**src/rtl/opb_register_simulink2ppc_snap.sv**
```systemverilog
`timescale 1ns/1ps
// ---------------------------------------------------------------------------
// opb_register_simulink2ppc_snap
//
// Read-only OPB register bank that lets the PowerPC observe fabric data.
// A word presented on user_data_in is captured whenever user_valid is high
// and the freeze bit is clear; every capture also bumps a wrapping 32-bit
// counter. The processor reads the captured word, the counter and the freeze
// bit. The freeze bit is the only writable location.
//
// Register map (byte offsets from C_BASEADDR):
//   0x00 DATA  (RO)  last captured user_data_in
//   0x04 COUNT (RO)  number of accepted captures, wraps to 0
//   0x08 CTRL  (RW)  bit 0 = freeze, other bits read 0
//   0x0C..0xFC       read 0, writes ignored, still acknowledged
//
// Ports:
//   OPB_Clk                          shared OPB / user clock
//   OPB_Rst                          asynchronous active-high reset
//   OPB_ABus, OPB_BE, OPB_DBus       OPB address, byte enables, write data
//                                    (big-endian bit numbering, bit 0 = MSB)
//   OPB_RNW, OPB_select, OPB_seqAddr OPB control (seqAddr unused)
//   Sl_DBus, Sl_xferAck              read data and single-cycle acknowledge
//   Sl_errAck, Sl_retry, Sl_toutSup  tied low
//   user_data_in, user_valid         fabric capture port
// ---------------------------------------------------------------------------
module opb_register_simulink2ppc_snap #(
    parameter logic [31:0] C_BASEADDR   = 32'h0103C100,
    parameter logic [31:0] C_HIGHADDR   = 32'h0103C1FF,
    parameter int          C_OPB_AWIDTH = 32,
    parameter int          C_OPB_DWIDTH = 32,
    parameter string       C_FAMILY     = "virtex6"
) (
    input  logic                        OPB_Clk,
    input  logic                        OPB_Rst,
    input  logic [0:C_OPB_AWIDTH-1]     OPB_ABus,
    input  logic [0:C_OPB_DWIDTH/8-1]   OPB_BE,
    input  logic [0:C_OPB_DWIDTH-1]     OPB_DBus,
    input  logic                        OPB_RNW,
    input  logic                        OPB_select,
    input  logic                        OPB_seqAddr,
    output logic [0:C_OPB_DWIDTH-1]     Sl_DBus,
    output logic                        Sl_errAck,
    output logic                        Sl_retry,
    output logic                        Sl_toutSup,
    output logic                        Sl_xferAck,
    input  logic [31:0]                 user_data_in,
    input  logic                        user_valid
);

    // Family is informational only.
    localparam bit unused_family = (C_FAMILY != "");

    typedef enum logic [1:0] {
        IDLE = 2'd0,
        ACK  = 2'd1,
        WAIT = 2'd2
    } state_t;

    localparam logic [5:0] WORD_DATA  = 6'd0;
    localparam logic [5:0] WORD_COUNT = 6'd1;
    localparam logic [5:0] WORD_CTRL  = 6'd2;

    state_t      state_q;
    state_t      state_d;
    logic [31:0] data_q;
    logic [31:0] count_q;
    logic        freeze_q;
    logic [31:0] rd_data_q;

    logic        addr_hit;
    logic        start;
    logic [5:0]  word_idx;
    logic [31:0] read_mux;
    logic        ctrl_wr;
    logic        capture;

    // Address bits, enables and data lanes that no register decodes.
    logic unused_inputs;
    assign unused_inputs = ^{OPB_seqAddr, OPB_ABus[30:31], OPB_BE[0:2], OPB_DBus[0:30]};

    // ------------------------------------------------------------------
    // Decode
    // ------------------------------------------------------------------
    assign addr_hit = (OPB_ABus >= C_BASEADDR) && (OPB_ABus <= C_HIGHADDR);
    assign word_idx = OPB_ABus[24:29];
    // Only the IDLE state accepts a new access, which is what limits the
    // bank to one acknowledge per select assertion.
    assign start    = (state_q == IDLE) && OPB_select && addr_hit;
    assign ctrl_wr  = start && !OPB_RNW && (word_idx == WORD_CTRL) && OPB_BE[3];
    // Uses the freeze value from before this edge, so a CTRL write landing
    // on the same edge only affects later captures.
    assign capture  = user_valid && !freeze_q;

    always_comb begin
        // NOTE: every variable written in a combinational block gets a
        // default first, so no path can leave it unassigned and infer a latch.
        read_mux = 32'h0;
        unique case (word_idx)
            WORD_DATA:  read_mux = data_q;
            WORD_COUNT: read_mux = count_q;
            WORD_CTRL:  read_mux = {31'h0, freeze_q};
            default:    read_mux = 32'h0;
        endcase
    end

    // ------------------------------------------------------------------
    // FSM: state register
    // ------------------------------------------------------------------
    always_ff @(posedge OPB_Clk or posedge OPB_Rst) begin
        // NOTE: sequential state uses non-blocking assignments so every flop
        // samples pre-edge values regardless of block ordering.
        if (OPB_Rst) begin
            state_q <= IDLE;
        end else begin
            state_q <= state_d;
        end
    end

    // ------------------------------------------------------------------
    // FSM: next state
    // ------------------------------------------------------------------
    always_comb begin
        state_d = state_q;
        unique case (state_q)
            IDLE:    if (start) state_d = ACK;
            // The acknowledge lasts one cycle whatever select does.
            ACK:     state_d = WAIT;
            WAIT:    if (!OPB_select) state_d = IDLE;
            default: state_d = IDLE;
        endcase
    end

    // ------------------------------------------------------------------
    // FSM: outputs (decoded from registered state, so they drop the
    // instant the asynchronous reset clears the state register)
    // ------------------------------------------------------------------
    always_comb begin
        Sl_xferAck = (state_q == ACK);
        Sl_DBus    = (state_q == ACK) ? rd_data_q : '0;
        Sl_errAck  = 1'b0;
        Sl_retry   = 1'b0;
        Sl_toutSup = 1'b0;
    end

    // ------------------------------------------------------------------
    // Register bank and read-data capture
    // ------------------------------------------------------------------
    always_ff @(posedge OPB_Clk or posedge OPB_Rst) begin
        if (OPB_Rst) begin
            data_q    <= 32'h0;
            count_q   <= 32'h0;
            freeze_q  <= 1'b0;
            rd_data_q <= 32'h0;
        end else begin
            if (capture) begin
                data_q  <= user_data_in;
                count_q <= count_q + 32'd1;
            end
            if (ctrl_wr) begin
                freeze_q <= OPB_DBus[31];
            end
            // Read data is latched from pre-edge register contents; writes
            // return zero on the bus during their acknowledge.
            if (start) begin
                rd_data_q <= OPB_RNW ? read_mux : 32'h0;
            end
        end
    end

endmodule

```
**config.mk**
```make
export PLATFORM = sky130hd
export DESIGN_NAME = opb_register_simulink2ppc_snap
export DESIGN_NICKNAME = d
export VERILOG_FILES = /design/src/rtl/opb_register_simulink2ppc_snap.sv
export SDC_FILE = /design/constraint.sdc
export NUM_CORES = 1
export LEC_CHECK = 0
export CAP_MARGIN = 20
export CORE_ASPECT_RATIO = 2
export CORE_MARGIN = 3
export CORE_UTILIZATION = 27
export DETAILED_ROUTE_END_ITERATION = 10
export GPL_TIMING_DRIVEN = 0
export SETUP_SLACK_MARGIN = 0.5
export SLEW_MARGIN = 20
export SYNTH_ARGS = -nofsm -noshare
export SYNTH_HDL_FRONTEND = slang
export SYNTH_SLANG_ARGS = --single-unit
```
**constraint.sdc**
```tcl
create_clock -name OPB_Clk -period 4.2 [get_ports OPB_Clk]
set_input_delay 0.84 -clock OPB_Clk [delete_from_list [all_inputs] [get_ports OPB_Clk]]
set_output_delay 0.84 -clock OPB_Clk [all_outputs]
set_load 0.05 [all_outputs]
```
==> results by group <==
Worst setup path
  • Critical path type: reg -> out
  • R2r startpoint: count_q[0]$_DFFE_PP0P_
  • Top delay family on crit path: buffers and inverters
  • Worst endpoint data arrival time: about 2600 ps
  • Critical Path Sink: Sl_DBus[12]
  • Flop2flop setup slack: ~2200 ps
  • Crit path buf inv count: 2
  • Critical Path Slowest Stage Cell: clkdlybuf4s50_1
  • Reg2reg path depth: 5
  • Crit. End Element: output pin
  • CP Max Fanout: 10
  • Critical Path Max Stage Delay: ~810 ps
  • Startpoint Class: flop
  • Worst path depth: 4
  • Critical Path, Cell by Cell: nor2b_1, clkbuf_1, and2_1, clkdlybuf4s50_1
  • Worst endpoint required time: between 3000 and 4000 ps
  • Crit path from: state_q[0]$_DFFE_PP0P_
  • FF-to-FF End: count_q[22]$_DFFE_PP0P_

Power
  • PwrDens: approximately 330 nW/um^2
  • VDD IR-drop max: 0.000184 V
  • Leakage: 0.00268 uW

CTS
  • Post-CTS Hold Fix Bufs: 0
  • CTS tree: built
  • Post-CTS Resized: 0
  • Root buffer cell: clkbuf_16
  • CTS Buf Count: 9
  • Post-CTS setup buffers: 0
  • Worst-path clk slew: 70 ps
  • # H-tree levels: 3
  • Worst-Skew Late Latency: roughly 350 ps
  • Clock sink total: 99
  • CTS max path bufs: 2

Routing
  • WL/cell: 17.9 um
  • Initial drt markers: 110
  • First-pass DRT Iterations: 4
  • Routed Antenna Nets: 0
  • Vias/cell: ~5.0
  • DRC viols: 0
  • DR vias: 3,622
  • Drt total wl: between 10 and 15 mm

Run
  • Max Cap Viol: 0

STA
  • Min Tclk post-route: 3410 ps
  • Fin. max-slew vios: 0
  • RSZ-0062 raised after global routing: false
  • Tcrit/Tclk final: 0.813
  • Final Skew: 7.90 ps
  • Max-slew headroom: 0.584
  • Final setup violating endpoints: 0
  • Achievable Freq: 0.293 GHz
  • Actual slew at the worst max-slew pin: roughly 620 ps
  • Final Hold Fails: 0

Final layout
  • Commonest non-fill, non-tap cell in the layout: clkdlybuf4s50_1
  • Final std cells w/o fill: 729
  • Most frequent cells in the layout: clkdlybuf4s50_1, dfrtp_1, mux2_2
  • Number of diodes: 0
  • Nets: 621
  • Final core utilization: 0.368
  • Share of post-route cells with drive strength above 1: 0.148
  • Syn-to-layout area delta: 32.9%
  • Layout fillers: 1,739

GRT
  • First-pass GRT wire length: 20.7 mm
  • Initial antenna violation count: 0
  • Vias in the first global route: just under 4,000
  • Largest net degree at the start of global routing: 56
  • Total GRT Usage: 0.135
  • Overflow after GRT: 0

Floorplanning
  • Die X: 100 um
  • Ports: 142
  • Die ar.: 19,500 um^2
  • Row Count: 68
  • Core Footprint: roughly 17,000 um^2
  • Chip height: 195 um
  • Initial Utilization: 0.277

Yosys
  • Cell area after synthesis: 4800 um^2
  • Cell taking the most area after synthesis: dfrtp_1
  • Compound-Gate Fraction of Synth Area: 0.0907
  • Mux cell area share after synthesis: 0.149
  • Synthesized area per cell: 12.0 um^2
  • Area share of fa/ha/maj cells after synthesis: 0.00261
  • Library cells used by synthesis: 35
  • Yosys warning count: 0
  • Ys async rst share: 1.00
  • Cell count after synthesis: 400
  • Number of synthesized flops with an enable pin: 0
  • Largest family of logic cells by synthesized area: multiplexers
  • Post-synthesis sequential area ratio: 0.516
  • Most used DFF post-synth: dfrtp_1
  • Simple-gate share of the synthesized area: 0.148
  • Top-area cell type share of the netlist area: 0.516
  • Xor/xnor share of the synthesized area: 0.0566
  • Area contributors post-synth: dfrtp_1, mux2_2, mux2i_1
  • Yosys reg bits: 99

Placement
  • GPL Wtd Cong: 0.811
  • Cell total after placement: ~710
  • Detailed Place HPWL: roughly 10 mm
  • Number of buffers added on ports: 100

Hold path
  • Hold Path Class: reg -> reg

Status
  • Status: completed
## worst reg2reg max path, cell delays in order, from the launching register on
cell and delay [ps]:
dfrtp_1 450, ha_1 240, nand4b_1 170, nor4_4 640, nand3_1 180, xnor2_1 170
## synth_stat cells (2+ instances only)
cell type,count
xor2_1,5
and3_1,7
inv_1,2
nor4_1,2
nor4_2,3
mux2i_1,32
nor3_1,3
o21ai_0,31
nand3b_1,2
and2_1,33
nor2_1,4
dfrtp_1,99
nand4b_1,3
and4_1,3
nand4_1,11
buf_2,8
buf_4,4
clkbuf_1,16
o41ai_1,31
nor2b_1,3
mux2_2,35
nand2_1,8
nand3_1,15
nor4b_4,2
buf_6,3
xnor2_1,26
## where the power goes
part / leakage (uW) / internal (uW) / total [uW] / switching (uW)
clock: 0.000136 / 406 / 784 / 377
combinational: 0.00124 / 149 / 260 / 110
sequential: 0.00130 / 1020 / 1090 / 75.2
total: 0.00268 / 1570 / 2140 / 563
## layout make-up
| cell class | count | area [um^2] | area share |
|---|---|---|---|
| plain buffers | 32 | 169 | 0.0265 |
| inverters | 2 | 12.5 | 0.00196 |
| clock inverters | 7 | 52.6 | 0.00823 |
| flip-flops and latches | 99 | 2480 | 0.388 |
| well taps | 210 | 263 | 0.0412 |
| multi-input cells | 269 | 2150 | 0.338 |
| repair buffers | 101 | 1030 | 0.161 |
| clock buffers | 9 | 225 | 0.0353 |
## registers in the layout, summed over array words and instances, names as in the netlist
signal and count:
state_q 2, count_q 32, rd_data_q 32, data_q 32, freeze_q 1
## how the worst min path moves through the flow
| stage | startpoint | to | slack [ps] | depth (start not counted) |
|---|---|---|---|---|
| 2_1_floorplan | count_q[31]$_DFFE_PP0P_ | count_q[31]$_DFFE_PP0P_ | 450 | 1 |
| 3_3_place_gp | count_q[31]$_DFFE_PP0P_ | count_q[31]$_DFFE_PP0P_ | 470 | 1 |
| 3_5_place_dp | count_q[31]$_DFFE_PP0P_ | count_q[31]$_DFFE_PP0P_ | 480 | 1 |
| 4_1_cts | count_q[17]$_DFFE_PP0P_ | count_q[17]$_DFFE_PP0P_ | 500 | 1 |
| 5_1_grt | count_q[31]$_DFFE_PP0P_ | count_q[31]$_DFFE_PP0P_ | 510 | 1 |
| 6_report | count_q[20]$_DFFE_PP0P_ | count_q[20]$_DFFE_PP0P_ | 500 | 1 |
## metrics by stage
| step | hold WS, ps | instance area (um^2) | setup slack (ps) | TNS [ps] | power, uW |
|---|---|---|---|---|---|
| 6_report | 497 | 6380 | 786 | 0 | 2140 |
| 5_1_grt | 509 | 6380 | 590 | 0 | 2220 |
| 4_1_cts | 496 | 6380 | 737 | 0 | 2160 |
| 3_5_place_dp | 484 | 6100 | 1130 | 0 | 1380 |
| 3_3_place_gp | 468 | 6070 | -667 | -65220 | 1360 |
| 2_1_floorplan | 445 | 4810 | 770 | 0 | 1240 |
## cells by family (layout without fill, tap and decap cells)
logic type               count (synthesis)  after routing
flip-flops                              99             99
adder cells (fa/ha/maj)                  1              1
XOR/XNOR                                31             31
AO/OA/AOI/OAI                           63             63
other                                    1              3
AND/OR/NAND/NOR                        104            104
buffers and inverters                   34            151
multiplexers                            67             67
## layer usage
metal | GRT usage | vias up | part of all wire
met5 | 0 | - | 0
met4 | 0.0600 | 0 | 0.026
met3 | 0.0205 | 19 | 0.051
met2 | 0.243 | 105 | 0.54
met1 | 0.153 | 1802 | 0.38
li1 | - | 1696 | -
(Power assumes the default switching activity.)
